File: config.mk
export PLATFORM = sky130hd
export DESIGN_NAME = oets_stream_sorter
export DESIGN_NICKNAME = d
export VERILOG_FILES = /design/src/rtl/oets_stream_sorter.sv
export SDC_FILE = /design/constraint.sdc
export NUM_CORES = 1
export LEC_CHECK = 0
export BUFFER_PORTS_ARGS = -buffer_cell sky130_fd_sc_hd__buf_2
export CAP_MARGIN = 5
export CORE_MARGIN = 2
export CORE_UTILIZATION = 40
export DETAILED_ROUTE_END_ITERATION = 10
export PLACE_DENSITY = 0.58
export SLEW_MARGIN = 40
export SYNTH_ARGS = -nofsm -noshare
export SYNTH_HDL_FRONTEND = slang
export SYNTH_SLANG_ARGS = --single-unit
File: constraint.sdc
create_clock -name clk -period 7.4 [get_ports clk]
set_input_delay 0 -clock clk [delete_from_list [all_inputs] [get_ports clk]]
set_output_delay 0 -clock clk [all_outputs]
set_load 0.02 [all_outputs]
File: src/rtl/oets_stream_sorter.sv
// -----------------------------------------------------------------------------
// oets_stream_sorter
//
// Fully pipelined odd-even transposition sorter. Each vector carries M unsigned
// N-bit keys and a direction bit; it leaves the pipeline fully sorted M register
// stages after it was accepted. A single global enable advances or holds every
// stage, so a stalled consumer freezes the whole pipeline in place.
//
// Ports:
//   clk        rising-edge clock
//   rst        synchronous, active-high reset (clears all stage state)
//   in_valid   producer presents a vector on in_data / in_desc
//   in_ready   sorter accepts a vector this cycle (combinational)
//   in_desc    direction for this vector: 0 = ascending, 1 = descending
//   in_data    M lanes of N bits; lane i at bits [i*N +: N], lane 0 at LSBs
//   out_valid  out_data holds a sorted vector
//   out_ready  consumer takes out_data this cycle
//   out_desc   direction tag travelling with the vector
//   out_data   sorted vector, same lane packing as in_data
// -----------------------------------------------------------------------------
module oets_stream_sorter #(
    parameter int N = 8,
    parameter int M = 4
) (
    input  logic           clk,
    input  logic           rst,
    input  logic           in_valid,
    output logic           in_ready,
    input  logic           in_desc,
    input  logic [M*N-1:0] in_data,
    output logic           out_valid,
    input  logic           out_ready,
    output logic           out_desc,
    output logic [M*N-1:0] out_data
);

    // Stage registers: index k is pipeline stage Sk.
    logic           vld_p  [M];
    logic           desc_p [M];
    logic [M*N-1:0] data_p [M];

    logic en;

    // One compare-exchange layer. Even layers pair lanes (0,1),(2,3),...;
    // odd layers pair (1,2),(3,4),... leaving lanes 0 and M-1 untouched.
    // Pairs within a layer are disjoint, so reading from d and writing into r
    // never sees a partially exchanged value. Equal keys are never swapped.
    function automatic logic [M*N-1:0] cmp_exchange(
        input logic [M*N-1:0] d,
        input logic           odd,
        input logic           desc
    );
        logic [M*N-1:0] r;
        logic [N-1:0]   a;
        logic [N-1:0]   b;
        logic           swap;
        r = d;
        for (int j = 0; j < M - 1; j++) begin
            if (j[0] == odd) begin
                a    = d[j*N +: N];
                b    = d[(j+1)*N +: N];
                swap = desc ? (a < b) : (a > b);
                if (swap) begin
                    r[j*N +: N]     = b;
                    r[(j+1)*N +: N] = a;
                end
            end
        end
        return r;
    endfunction

    // The pipeline may move whenever the output slot is free or being drained;
    // this is the only path from out_ready back to the input side.
    assign en       = !vld_p[M-1] | out_ready;
    assign in_ready = en;

    always_ff @(posedge clk) begin
        if (rst) begin
            for (int k = 0; k < M; k++) begin
                vld_p[k]  <= 1'b0;
                desc_p[k] <= 1'b0;
                data_p[k] <= '0;
            end
        end else if (en) begin
            // S0: first (even) layer straight from the input port
            vld_p[0]  <= in_valid;
            desc_p[0] <= in_desc;
            data_p[0] <= cmp_exchange(in_data, 1'b0, in_desc);
            // S1..S(M-1): alternate odd/even layers, each using the direction
            // bit registered alongside its own data
            for (int k = 1; k < M; k++) begin
                vld_p[k]  <= vld_p[k-1];
                desc_p[k] <= desc_p[k-1];
                data_p[k] <= cmp_exchange(data_p[k-1], k[0], desc_p[k-1]);
            end
        end
    end

    assign out_valid = vld_p[M-1];
    assign out_desc  = desc_p[M-1];
    assign out_data  = data_p[M-1];

endmodule

# After elaboration in Yosys (flattened, before gate mapping)
# Memory sizes are Yosys's and may differ from the RTL's.
# Cells that the tools add are included.
# Widths: inputs -> output; s select.
dict set report op_classes {
  order_cmp 12
  bitwise_logic 13
  reduce_logical 1
  mux 41
}
# cell count
set op_table {}
lappend op_table {{$mux 16} 18}
lappend op_table {{$mux 32} 4}
lappend op_table {{$gt 8x8->1} 6}
lappend op_table {{$lt 8x8->1} 6}
lappend op_table {{$mux 1} 19}
lappend op_table {{$or 1x1->1} 13}
lappend op_table {{$logic_not 1->1} 1}
dict set report word_totals {
  input_bits 37
  mem_count 3
  ram_bits 136
  ff_bits 0
  word_cells 70
  output_inout_bits 35
}
# memory depth word_bits read_ports rd_clocked_by_memory_dff write_ports line
set memory_table {}
lappend memory_table {data_p 4 32 4 0 4 40} ;# logic [M*N-1:0] data_p [M];
lappend memory_table {desc_p 4 1 4 0 4 39} ;# logic desc_p [M];
lappend memory_table {vld_p 4 1 4 0 4 38} ;# logic vld_p [M];

# Longest topological paths before layout
dict set report depth {
  depth_word 6
  depth_mapped 9
  ltp_nobuf 7
}

# Least setup slack after synthesis
# OpenSTA, ideal clock, no wires.
dict set report synth_path {
  kind {register to register}
  start {mem vld_p[3][0], in the netlist vld_p[0][3]}
  end {mem data_p[0][0] (netlist name), enable pin}
  t_required_ns 6.962
  setup_time_ns 0.438
  period_less_slack_ns 2.903
  arrival_ns 2.465
  path_slack_ns 4.497
  n_path_buf 0
  stages_incl_launch_ff 3
  cell_sequence {edfxtp_1 nand2b_1 or2_2}
}
# item line
set synth_lines {}
lappend synth_lines {{start: declaration} 38}
lappend synth_lines {{end: declaration} 40}

==> metrics.md <==
| Metric | Value |
|---|---|
| I/O pin cnt | 72 |
| P&R area growth vs syn | 16.9% |
| Hold path start | in_data[6] |
| Die X | 141 um |
| Unrepaired setup endpoints after global routing | no |
| DRC viols | 0 |
| CP Max Fanout | 16 |
| Worst EP arrival | 2.95 ns |
| Clock-pin slew on the worst setup and hold paths | 0.05 ns |
| Worst setup endpoint | data_p[0][18]$_SDFFCE_PN0P_ |
| Core Region | 18,100 um^2 |
| GRT Total Usage | 13.9% |
| CTS Buffer Depth | 2 |
| Post-Syn Instances | 617 |
| Adder-cell share of the synthesized area | 8.06% |
| Yosys top cell by area | edfxtp_1 |
| Drt pass-1 iters | 5 |
| Worst setup path category | input port to register |
| R2R setup slack | 4.73 ns |
| Leak | 3.96 nW |
| Initial antenna violation count | 0 |
| Initial drt markers | 208 |
| Final Hold Violating Endpoints | 0 |
| Synth Cell Area | 7450 um^2 |
| # diodes | 0 |
| Top-area cell type share of the netlist area | 54.8% |
| Final Critical Period | 2.79 ns |
| Most frequent cells in the layout | edfxtp_1 (136), nand2_1 (100), mux2i_1 (96) |
| Worst reg2reg path depth | 7 |
| Routed via count | 4,561 |
| Hold/Removal Path Class | input port to register |
| Synth Area in XOR/XNOR | 0% |
| DP HPWL | 9360 um |
| Syn avg cell area | 12.1 um^2 |
| Vias in the first global route | 4,710 |
| Cell row count | 49 |
| Final setup vio count | 0 |
| CTS HTree Levels | 4 |
| DR vias/cell | 4.88 |
| Reg-to-Reg End | data_p[0][82]$_SDFFCE_PN0P_ |
| Skew-Pair Late Insertion Delay | 0.41 ns |
| Nets | 777 |
| CTS buffer count | 17 |
| Reg area | 4080 um^2 |
| Startpoint of the worst register-to-register path | data_p[0][55]$_SDFFCE_PN0P_ |
| Root buf cell | clkbuf_16 |
| Critical Path RT | 7.56 ns |
| Top cells by area, synth | edfxtp_1 (55%), mux2i_1 (13%), ha_1 (8.1%) |
| Number of setup buffers added after CTS | 0 |
| Post-route setup TNS | 0 ns |
| Worst vdd ir | 0.000154 V |
| Worst slew pin tran | 0.783 ns |
| Multi-input logic area | 2830 um^2 |
| Initial core utilization | 41.1% |
| WL final | 12,800 um |
| Routed WL per cell | 13.7 um |
| Main combinational cell family by area after synthesis | multiplexers |
| Rel. slew slack | 47.8% |
| Max-cap violations | 0 |
| Status | finished clean |
| GP Congestion | 0.849 |
| Final Cycle Share | 37.7% |
| Unique masters post-synth | 28 |
| Setup crit end kind | register |
| Fmax achieved | 359 MHz |
| Largest net degree at the start of global routing | 137 |
| Commonest non-fill, non-tap cell in the layout | edfxtp_1 |
| Ys Warns | 0 |
| P per Cell Area | 264 nW/um^2 |
| Seq cells post-synth | 136 |
| Final Slew Violations | 0 |
| Compound-Gate Fraction of Synth Area | 4.94% |
| Simple-Gate Fraction of Synth Area | 12.0% |
| Share of layout cells above drive strength 1 | 15.7% |
| Critical path launch point type | input port |
| Total power | 2.30 mW |
| Clk_skew | 0.00586 ns |
| Seq/Total Area, Yosys | 54.8% |
| Total grt overflow | 0 |
| Post-synthesis mux area share | 12.9% |
| Die ar. | 19,700 um^2 |
| Crit path from | in_data[23] |
| First-pass GRT wire length | 21,900 um |
| Post-synthesis net count | 702 |
| CTS tree | built |
| Chip Height | 141 um |
| IO buf count | 71 |
| Num Clock Sinks | 136 |
| FILL cells | 1,640 |
| Routed Antenna Nets | 0 |
per-layer routing:
layer	vias up	global-route usage, %	wire length (um)
li1	2307	-	-
met1	2122	17.1	5920
met2	115	23.3	6050
met3	17	3.32	600
met4	0	6.37	261
met5	-	0	0
synth_stat cells:
master      n
a211o_1     4
a211oi_1    6
a21o_1      8
a21oi_1    14
a221oi_2    2
a311oi_4    2
and2_1     44
and3_4      2
buf_2       8
buf_4      32
buf_6       1
buf_8       1
clkbuf_1   15
clkbuf_2    1
edfxtp_1  136
ha_1       48
inv_1      48
mux2i_1    96
nand2_1   100
nand2b_1    5
nand3_1     2
nand4_1    12
nor2_1      6
nor2b_1     7
nor3_1      6
o211ai_1    6
o21a_1      4
or2_2       1
state kept, by name (all words and copies together), names as in the netlist:
signal  count
vld_p       4
data_p    128
desc_p      4
timing repair:
action | in CTS | in global routing
endpoints found under the hold margin | 27 | 0
hold buffers | 37 | 0
resized for setup | 0 | 0
cells by family after synthesis:
group                      Yosys count
AOI/OAI and AO/OA                   46
buffers and inverters              106
and+or+nand+nor                    185
DFF                                136
adders and majority gates           48
muxes                               96
area by class of cell:
type                       count  area share [%]
sequential                   136            46.9
multi-input combinational    375            32.5
timing repair buffer         114            9.29
clock buffer                  22            5.10
tap                          229            3.29
inverter                      48            2.07
clock inverter                10           0.919
per-stage QoR:
stage	instances	setup WS [ns]	instance area (um^2)	utilization (%)	hold slack [ns]
CTS	933	4.63	8690	47.9	0.000680
floorplan	617	4.50	7450	-	0.198
detailed placement	864	4.74	7800	43.0	0.282
global placement	861	4.65	7750	42.7	0.281
finish	934	4.61	8720	48.0	0.00631
global route	934	4.46	8720	48.0	0.0105
power by group:
part           switching (mW)  internal, mW  leakage (nW)
sequential             0.0411         0.952          1.62
clock                   0.286         0.456         0.259
combinational           0.300         0.269          2.08
total                   0.628          1.68          3.96
how the worst min path moves through the flow:
stage,slack [ns],end,cells after the start
after floorplan,0.20,desc_p[0][0]$_SDFFCE_PN0P_,1
after global placement,0.28,vld_p[0][0]$_SDFFCE_PN0P_,2
after detailed placement,0.28,vld_p[0][0]$_SDFFCE_PN0P_,2
after CTS,0.0007,data_p[0][19]$_SDFFCE_PN0P_,3
after global routing,0.01,data_p[0][15]$_SDFFCE_PN0P_,3
final,0.006,data_p[0][14]$_SDFFCE_PN0P_,3
worst max-delay path, cell delays in order:
cell	delay (ns)
dlygate4sd3_1	0.53
buf_2	0.13
ha_1	0.32
nand4_1	0.15
nand2b_1	0.17
a211oi_1	0.24
a211o_1	0.65
mux2i_1	0.17
dlygate4sd3_1	0.59
(Power assumes the default switching activity.)
